`src/rtl/fetch_ctrl_pkg.sv`:
```
// Shared constants and state encoding for the instruction-fetch sequencer.
package fetch_ctrl_pkg;

    localparam int XLEN = 32;

    typedef enum logic [1:0] {
        ST_IDLE  = 2'd0,
        ST_REQ   = 2'd1,
        ST_WAIT  = 2'd2,
        ST_VALID = 2'd3
    } fetch_state_e;

    localparam logic [31:0] NOP_INSTR = 32'h0000_0013;

endpackage

```
`src/rtl/fetch_ctrl_if.sv`:
```
// Fetch-side bundle: PC register controls, instruction-memory port and decode handshake.
interface fetch_ctrl_if #(
    parameter int XLEN = fetch_ctrl_pkg::XLEN
);
    logic            FETCH_EN;
    logic [XLEN-1:0] PC_IN;
    logic            PC_ENABLE;
    logic            PC_MODE;
    logic [XLEN-1:0] PC_D;
    logic            JUMP;
    logic [XLEN-1:0] JUMP_TARGET;
    logic            INSTR_REQ;
    logic [XLEN-1:0] INSTR_ADDR;
    logic            INSTR_GNT;
    logic            INSTR_RVALID;
    logic [XLEN-1:0] INSTR_RDATA;
    logic            IF_VALID;
    logic [XLEN-1:0] IF_INSTR;
    logic [XLEN-1:0] IF_PC;
    logic            ID_READY;

    // master: the fetch sequencer itself
    modport master (
        input  FETCH_EN, PC_IN, JUMP, JUMP_TARGET,
               INSTR_GNT, INSTR_RVALID, INSTR_RDATA, ID_READY,
        output PC_ENABLE, PC_MODE, PC_D, INSTR_REQ, INSTR_ADDR,
               IF_VALID, IF_INSTR, IF_PC
    );

    modport slave (
        output FETCH_EN, PC_IN, JUMP, JUMP_TARGET,
               INSTR_GNT, INSTR_RVALID, INSTR_RDATA, ID_READY,
        input  PC_ENABLE, PC_MODE, PC_D, INSTR_REQ, INSTR_ADDR,
               IF_VALID, IF_INSTR, IF_PC
    );

endinterface

```
`src/rtl/fetch_ctrl.sv`:
```
// Single-outstanding instruction fetch sequencer driving PC controls, imem port and decode handoff.
//   state    | meaning
//   ST_IDLE  | no fetch in flight, waiting for FETCH_EN
//   ST_REQ   | request asserted at PC_IN, waiting for grant
//   ST_WAIT  | granted, waiting for read data (kill drops it after a jump)
//   ST_VALID | instruction presented to decode until accepted
module fetch_ctrl #(
    parameter int XLEN = fetch_ctrl_pkg::XLEN
) (
    input  logic         CLK,
    input  logic         RES,
    fetch_ctrl_if.master bus
);
    import fetch_ctrl_pkg::*;

    fetch_state_e    r_state;
    logic            r_kill;
    logic            r_if_valid;
    logic [XLEN-1:0] r_if_instr;
    logic [XLEN-1:0] r_if_pc;

    fetch_state_e    w_state_nxt;
    logic            w_kill_nxt;
    logic            w_if_valid_nxt;
    logic            w_cap_pc;
    logic            w_cap_instr;
    logic            w_req;
    logic            w_gnt_ok;

    // a jump steals the cycle: no request, so the PC never sees a +4 alongside a load
    assign w_req    = (r_state == ST_REQ) && !bus.JUMP;
    assign w_gnt_ok = w_req && bus.INSTR_GNT;

    assign bus.INSTR_REQ  = w_req;
    assign bus.INSTR_ADDR = bus.PC_IN;
    assign bus.PC_ENABLE  = bus.JUMP || w_gnt_ok;
    assign bus.PC_MODE    = bus.JUMP;
    assign bus.PC_D       = bus.JUMP_TARGET;
    assign bus.IF_VALID   = r_if_valid;
    assign bus.IF_INSTR   = r_if_instr;
    assign bus.IF_PC      = r_if_pc;

    always_comb begin
        w_state_nxt    = r_state;
        w_kill_nxt     = r_kill;
        w_if_valid_nxt = r_if_valid;
        w_cap_pc       = 1'b0;
        w_cap_instr    = 1'b0;
        unique case (r_state)
            ST_IDLE: begin
                if (!bus.JUMP && bus.FETCH_EN) begin
                    w_state_nxt = ST_REQ;
                end
            end
            ST_REQ: begin
                if (w_gnt_ok) begin
                    w_cap_pc    = 1'b1;
                    w_state_nxt = ST_WAIT;
                end
            end
            ST_WAIT: begin
                if (bus.INSTR_RVALID) begin
                    if (r_kill || bus.JUMP) begin
                        w_kill_nxt  = 1'b0;
                        w_state_nxt = ST_REQ;
                    end else begin
                        w_cap_instr    = 1'b1;
                        w_if_valid_nxt = 1'b1;
                        w_state_nxt    = ST_VALID;
                    end
                end else if (bus.JUMP) begin
                    w_kill_nxt = 1'b1;
                end
            end
            ST_VALID: begin
                if (bus.JUMP) begin
                    w_if_valid_nxt = 1'b0;
                    w_state_nxt    = ST_REQ;
                end else if (bus.ID_READY) begin
                    w_if_valid_nxt = 1'b0;
                    w_state_nxt    = bus.FETCH_EN ? ST_REQ : ST_IDLE;
                end
            end
            default: begin
                w_state_nxt = ST_IDLE;
            end
        endcase
    end

    always_ff @(posedge CLK or negedge RES) begin
        if (!RES) begin
            r_state    <= ST_IDLE;
            r_kill     <= 1'b0;
            r_if_valid <= 1'b0;
            r_if_instr <= '0;
            r_if_pc    <= '0;
        end else begin
            r_state    <= w_state_nxt;
            r_kill     <= w_kill_nxt;
            r_if_valid <= w_if_valid_nxt;
            if (w_cap_pc) begin
                r_if_pc <= bus.PC_IN;
            end
            if (w_cap_instr) begin
                r_if_instr <= bus.INSTR_RDATA;
            end
        end
    end

endmodule

```
`src/flat_wrapper.sv`:
```
// flat-port wrapper written by rule: the top's interface ports become plain ports
module fetch_ctrl_flat import fetch_ctrl_pkg::*;
#(
    parameter int XLEN = fetch_ctrl_pkg::XLEN
)
  (CLK, RES, bus_FETCH_EN, bus_PC_IN, bus_JUMP, bus_JUMP_TARGET, bus_INSTR_GNT, bus_INSTR_RVALID, bus_INSTR_RDATA, bus_ID_READY, bus_PC_ENABLE, bus_PC_MODE, bus_PC_D, bus_INSTR_REQ, bus_INSTR_ADDR, bus_IF_VALID, bus_IF_INSTR, bus_IF_PC);
  fetch_ctrl_if #(.XLEN(XLEN)) bus_i ();
  input  logic CLK;
  input  logic RES;
  input wire logic [$bits(bus_i.FETCH_EN)-1:0] bus_FETCH_EN;
  input wire logic [$bits(bus_i.PC_IN)-1:0] bus_PC_IN;
  input wire logic [$bits(bus_i.JUMP)-1:0] bus_JUMP;
  input wire logic [$bits(bus_i.JUMP_TARGET)-1:0] bus_JUMP_TARGET;
  input wire logic [$bits(bus_i.INSTR_GNT)-1:0] bus_INSTR_GNT;
  input wire logic [$bits(bus_i.INSTR_RVALID)-1:0] bus_INSTR_RVALID;
  input wire logic [$bits(bus_i.INSTR_RDATA)-1:0] bus_INSTR_RDATA;
  input wire logic [$bits(bus_i.ID_READY)-1:0] bus_ID_READY;
  output wire logic [$bits(bus_i.PC_ENABLE)-1:0] bus_PC_ENABLE;
  output wire logic [$bits(bus_i.PC_MODE)-1:0] bus_PC_MODE;
  output wire logic [$bits(bus_i.PC_D)-1:0] bus_PC_D;
  output wire logic [$bits(bus_i.INSTR_REQ)-1:0] bus_INSTR_REQ;
  output wire logic [$bits(bus_i.INSTR_ADDR)-1:0] bus_INSTR_ADDR;
  output wire logic [$bits(bus_i.IF_VALID)-1:0] bus_IF_VALID;
  output wire logic [$bits(bus_i.IF_INSTR)-1:0] bus_IF_INSTR;
  output wire logic [$bits(bus_i.IF_PC)-1:0] bus_IF_PC;
  assign bus_i.FETCH_EN = bus_FETCH_EN;
  assign bus_i.PC_IN = bus_PC_IN;
  assign bus_i.JUMP = bus_JUMP;
  assign bus_i.JUMP_TARGET = bus_JUMP_TARGET;
  assign bus_i.INSTR_GNT = bus_INSTR_GNT;
  assign bus_i.INSTR_RVALID = bus_INSTR_RVALID;
  assign bus_i.INSTR_RDATA = bus_INSTR_RDATA;
  assign bus_i.ID_READY = bus_ID_READY;
  assign bus_PC_ENABLE = bus_i.PC_ENABLE;
  assign bus_PC_MODE = bus_i.PC_MODE;
  assign bus_PC_D = bus_i.PC_D;
  assign bus_INSTR_REQ = bus_i.INSTR_REQ;
  assign bus_INSTR_ADDR = bus_i.INSTR_ADDR;
  assign bus_IF_VALID = bus_i.IF_VALID;
  assign bus_IF_INSTR = bus_i.IF_INSTR;
  assign bus_IF_PC = bus_i.IF_PC;
  fetch_ctrl #(.XLEN(XLEN)) u_core (.CLK(CLK), .RES(RES), .bus(bus_i));
endmodule
```
`config.mk`:
```
export PLATFORM = sky130hd
export DESIGN_NAME = fetch_ctrl_flat
export DESIGN_NICKNAME = d
export VERILOG_FILES = /design/src/rtl/fetch_ctrl_pkg.sv /design/src/rtl/fetch_ctrl_if.sv /design/src/rtl/fetch_ctrl.sv /design/src/flat_wrapper.sv
export SDC_FILE = /design/constraint.sdc
export NUM_CORES = 1
export LEC_CHECK = 0
export ABC_AREA = 1
export ABC_CLOCK_PERIOD_IN_PS = 2290
export BUFFER_PORTS_ARGS = -buffer_cell sky130_fd_sc_hd__buf_2
export CORE_ASPECT_RATIO = 1.2
export CORE_MARGIN = 3
export CORE_UTILIZATION = 44
export CTS_BUF_LIST = sky130_fd_sc_hd__clkbuf_16
export CTS_CLUSTER_DIAMETER = 30
export DETAILED_ROUTE_END_ITERATION = 12
export PLACE_DENSITY = 0.82
export SLEW_MARGIN = 10
export SYNTH_ARGS = -nofsm -noshare
export SYNTH_HDL_FRONTEND = slang
export SYNTH_SLANG_ARGS = --single-unit
```
`constraint.sdc`:
```
create_clock -name CLK -period 2.29 [get_ports CLK]
set_input_delay 0.3435 -clock CLK [delete_from_list [all_inputs] [get_ports CLK]]
set_output_delay 0.3435 -clock CLK [all_outputs]
set_load 0.02 [all_outputs]
```
-- After elaboration in Yosys (flattened, before gate mapping)
Cells that the tools add are included.
- flip-flop bits (word level): 68
- latch bits: 0
- RAM bits: 0
- ROM bits: 0
- logic and storage cells: 47
- memories kept: 0
- add/subtract/negate cells: 0
- $mul: 0
- divide/modulo/power cells: 0
- order comparisons: 0
- eq/ne operators: 9
- shifts and indexed selects: 0
- muxes and demuxes: 21
- bitwise operators: 0
- reduce and logical (&&, ||, !) cells: 12
- operator list (operator ; count):
    2-to-1 mux 1 bit ; 13
    2-to-1 mux 2 bit ; 6
    case mux 2 bit (4 select lines) ; 1
    AND reduction 4 bit ; 2
    inequality test 2 x 1 -> 1 bit, second input constant ; 3
    == test 2 bit, second input constant ; 2
    inequality test 2 bit, second input constant ; 2
    nonzero test 2 bit ; 2
    logical AND 1 bit ; 3
    inequality test 3 bit, second input constant ; 1
    AND reduction 3 bit ; 1
    == test 2 x 1 -> 1 bit, second input constant ; 1
    logical NOT 2 bit ; 1
    logical OR 1 bit ; 2
    case mux 1 bit (2 select lines) ; 1
    logical NOT 1 bit ; 1

-- Logic depth before layout (Yosys ltp)
- word-level depth: 5
- gate-level depth with buffers: 7

-- Worst setup path after synthesis
No wires, ideal clock.
- path type: reg2out
- start: register u_core.r_state[1]
- end: output port bus_PC_ENABLE
- data arrival time: 1.220 ns
- data required time: 1.947 ns
- slack: 0.726 ns
- cell stages (with the launch flop): 5
- path buffers: 1
- cell sequence: dfrtp_1 > nor3_2 > nand2_1 > buf_2 > nand2_1
- longest elaborated chain between the ends: 4
- ends and longest elaborated chain (what ; line ; RTL):
    from (decl) ; fetch_ctrl.sv:16 ; fetch_state_e r_state;
    from (signal assigned) ; fetch_ctrl.sv:98 ; r_state <= w_state_nxt;
    == test 2 x 1 -> 1 bit ; fetch_ctrl.sv:31 ; assign w_req = (r_state == ST_REQ) && !bus.JUMP;
    logical AND 1 bit ; fetch_ctrl.sv:31 ;
    logical AND 1 bit ; fetch_ctrl.sv:32 ; assign w_gnt_ok = w_req && bus.INSTR_GNT;
    logical OR 1 bit ; fetch_ctrl.sv:36 ; assign bus.PC_ENABLE = bus.JUMP || w_gnt_ok;
    to (decl) ; flat_wrapper.sv:18 ; output wire logic [$bits(bus_i.PC_ENABLE)-1:0] bus_PC_ENABLE;
Every way passes these cells.

-- Final worst setup path
Ends and elaborated chain as after synthesis.

==> flow_results.org <==
** Run status
- The run finished with clean final reports.

** Synth
- The biggest area contributor in the post-synthesis netlist is dfrtp_1.
- Average cell area after synthesis :: 8.58 um^2
- Cell variety after synth :: 17
- Combined area of all synthesized cells :: 0.00325 mm^2
- Flip-flop and latch count after synthesis :: 68
- Number of warnings reported in the yosys synthesis log :: 0
- The share of synthesized area in the top cell type comes to 52.3%.
- By area the synthesized netlist is led by dfrtp_1 (52%), nand2_1 (16%), buf_4 (16%).
- Post-synth net total :: 482
- Summing the sequential cell areas from Yosys gives 52.3% of the chip area.
- Counting every instance in the synthesized netlist gives 379.

** CTS
- In this run the post-CTS setup repair buffer count came out at 0.
- CTS built an H-tree with a depth of 3.
- The clock reaches the later pin of the worst-skew pair after 0.32 ns.
- Clock-pin slew was measured on the worst setup and hold paths at 0.06 ns.
- TritonCTS built the clock tree.
- Number of clock sinks :: 68
- Root Buffer Master :: clkbuf_16
- In this run the deepest clock path goes through 2 buffers.
- In this run, post-CTS repair resized a total of 0 instances.
- Buffers inserted during clock tree synthesis total 9.

** Worst setup path
- Kind of start point of the critical path :: flop
- At the worst endpoint, the arrival time is 1.56 ns.
- Largest fanout on the critical path :: 11
- Type of the worst setup path :: reg -> out
- STA classifies the critical path endpoint as a primary output.
- Critical Path RT :: 1.95 ns

** Layout
- Compared with the post-synthesis result, the final layout area differs by 22.6%.
- The number of antenna diodes in the final layout is 0.
- Of the cells placed in the final design, the portion with a size suffix greater than 1 is 40.2%.
- Final #Nets :: 586
- Filler Cell Count :: 631

** GRT
- Wire length of the first global-routing pass :: 12.8 mm
- Entering global routing, the biggest net connects 34 pins.
- Antenna violations before repair :: 0
- Via count of the first global-routing pass :: 2731
- Global routing used 19.0% of the available tracks across all layers.
- Congestion Overflow GR :: 0

** Routing
- Detailed router's first-iteration violation count :: 134
- Final wirelength :: 7.80 mm
- The pre-antenna-repair detailed-routing pass consisted of 4 iterations.
- In the routed design, unresolved DRC markers number 0.
- Routed vias/inst :: 4.77
- The count of nets left with antenna violations once routing finished came out at 0.
- Wirelength per Cell :: 13.6 um
- Across all layers, the routed design uses 2741 vias.

** STA
- Setup slack closes at 0.388 ns.
- Minimum clock period :: 1.90 ns
- After routing, the total negative slack on setup checks comes to 0 ns.
- Headroom to the max-slew limit :: 62.4%
- Setup violations remaining at the end of the flow were counted as 0.
- The tightest hold path in the finished design has a slack of 0.253 ns.
- Max Slew Vio Count :: 0
- F_max :: 0.526 GHz
- Dividing the final minimum period by the clock period gives 83.0%.
- Post-route clock skew :: 0.00893 ns
- For the pin with the worst max-slew slack, the measured transition is 0.562 ns.
- Hold Violations, Final :: 0
- Setup repair after global routing missed its margin :: no

** Power
- Leakage power :: 2.38 nW
- IR analysis of the VDD net gives a maximum drop of 0.744 mV.
- Power, Total :: 0.00581 W
- Power density cells :: 1460 mW/mm^2

** Placed design
- Before CTS, the worst setup slack after placement is 0.671 ns.
- Routability congestion estimate from global placement :: 0.792
- Half-perimeter wire length after placement :: 6.02 mm
- During placement, the flow inserted port buffers numbering 170.

** Worst hold path
- Classification of the worst-slack hold path :: in -> reg

** Flow run
- Max-capacitance violation count :: 0

** Floorplanning
- In this run the horizontal extent of the chip is 84.5 um.
- Pin placement for this block handled 235 I/O pins.
- Row generation in the floorplan step produced 33 rows.
- Area of the core :: 0.00702 mm^2
- In this run the vertical extent of the chip is 100 um.
- The die covers 0.00847 mm^2.
- Effective utilization at floorplan :: 46.3%
final timing paths:
path                                               from  cells past startpoint                       to  slack, ns
worst max-delay path                  u_core.r_state[1]                      4            bus_PC_ENABLE       0.39
worst min-delay path                 bus_INSTR_RDATA[1]                      3   u_core.bus.IF_INSTR[1]       0.25
worst max register to register        u_core.r_state[0]                      6  u_core.bus.IF_INSTR[30]       0.75
worst min register to register  u_core.bus.IF_INSTR[15]                      2  u_core.bus.IF_INSTR[15]       0.46
max in group asynchronous                           RES                      3      u_core.bus.IF_PC[4]       1.10
min in group asynchronous                           RES                      2      u_core.bus.IF_PC[9]       0.51
power by group:
part           total [W]  internal [W]  switching [W]
sequential       0.00213       0.00181       0.000323
clock            0.00133      0.000835       0.000493
combinational    0.00235      0.000765        0.00158
total            0.00581       0.00341        0.00240
metrics by stage:
step,instances,util (%),area (um^2)
finish,575,56.8,3990
global route,575,56.8,3990
CTS,575,56.8,3990
detailed placement,558,52.5,3690
global placement,558,52.5,3690
floorplan,379,-,3250
layer usage:
layer	vias up	global-route usage, %	part of all wire (%)
li1	1343	-	-
met1	1232	21.5	36
met2	143	32.2	51
met3	23	6.16	9.6
met4	0	9.38	3.0
met5	-	0	0
what timing repair did:
item,in CTS,in global routing
hold buffers,1,0
endpoints found under the hold margin,16,0
setup endpoints to repair,0,0
layout by cell type, fill, tap and decap left out:
| cell type | instances |
|---|---|
| buf_4 | 7 |
| dfrtp_1 | 68 |
| o21ai_0 | 3 |
| a21oi_1 | 1 |
| nor2_1 | 5 |
| inv_1 | 7 |
| buf_2 | 170 |
| nand3_1 | 66 |
| clkinv_1 | 1 |
| a31oi_1 | 1 |
| dlygate4sd3_1 | 1 |
| nand2_2 | 1 |
| o22ai_1 | 1 |
| clkbuf_16 | 9 |
| clkinv_2 | 2 |
| clkinv_4 | 1 |
| bufinv_16 | 1 |
| nand2_1 | 137 |
| nor3_4 | 2 |
| inv_2 | 1 |
| clkinvlp_4 | 2 |
| o21bai_1 | 1 |
critical path, stage by stage (launching register included):
cell and delay, ns:
dfrtp_1 0.46, nor3_4 0.41, nand2_1 0.13, nand2_1 0.08, buf_2 0.16
flip-flops by register name (all words and copies together), names as in the netlist:
name and flops:
u_core.r_kill 1, u_core.bus.IF_PC 32, u_core.bus.IF_INSTR 32, u_core.bus.IF_VALID 1, u_core.r_state 2
cell families after synthesis:
group	after synthesis	synth area share, %
AO/OA/AOI/OAI	7	1.23
AND/OR/NAND/NOR	211	27.5
buffers and inverters	93	18.9
flip-flops	68	52.3
cells in the mapped netlist, drive strengths merged:
master and count:
a21oi 1, inv 8, dfrtp 68, o21ai 3, buf 77, nand3 66
a31oi 1, nor2 5, nand2 138, o21bai 1, nor3 2, clkbuf 8
o22ai 1
cell type report:
class                           instances  area (um^2)  share of cell area, %
Multi-Input combinational cell        218          942                   23.6
Clock buffer                            9          225                   5.65
Timing Repair Buffer                  178          913                   22.9
Sequential cell                        68         1700                   42.7
Inverter                                8         30.0                  0.753
Tap cell                               87          109                   2.73
Clock inverter                          7         67.6                   1.69
No activity file was read; power rests on OpenSTA's default activity.
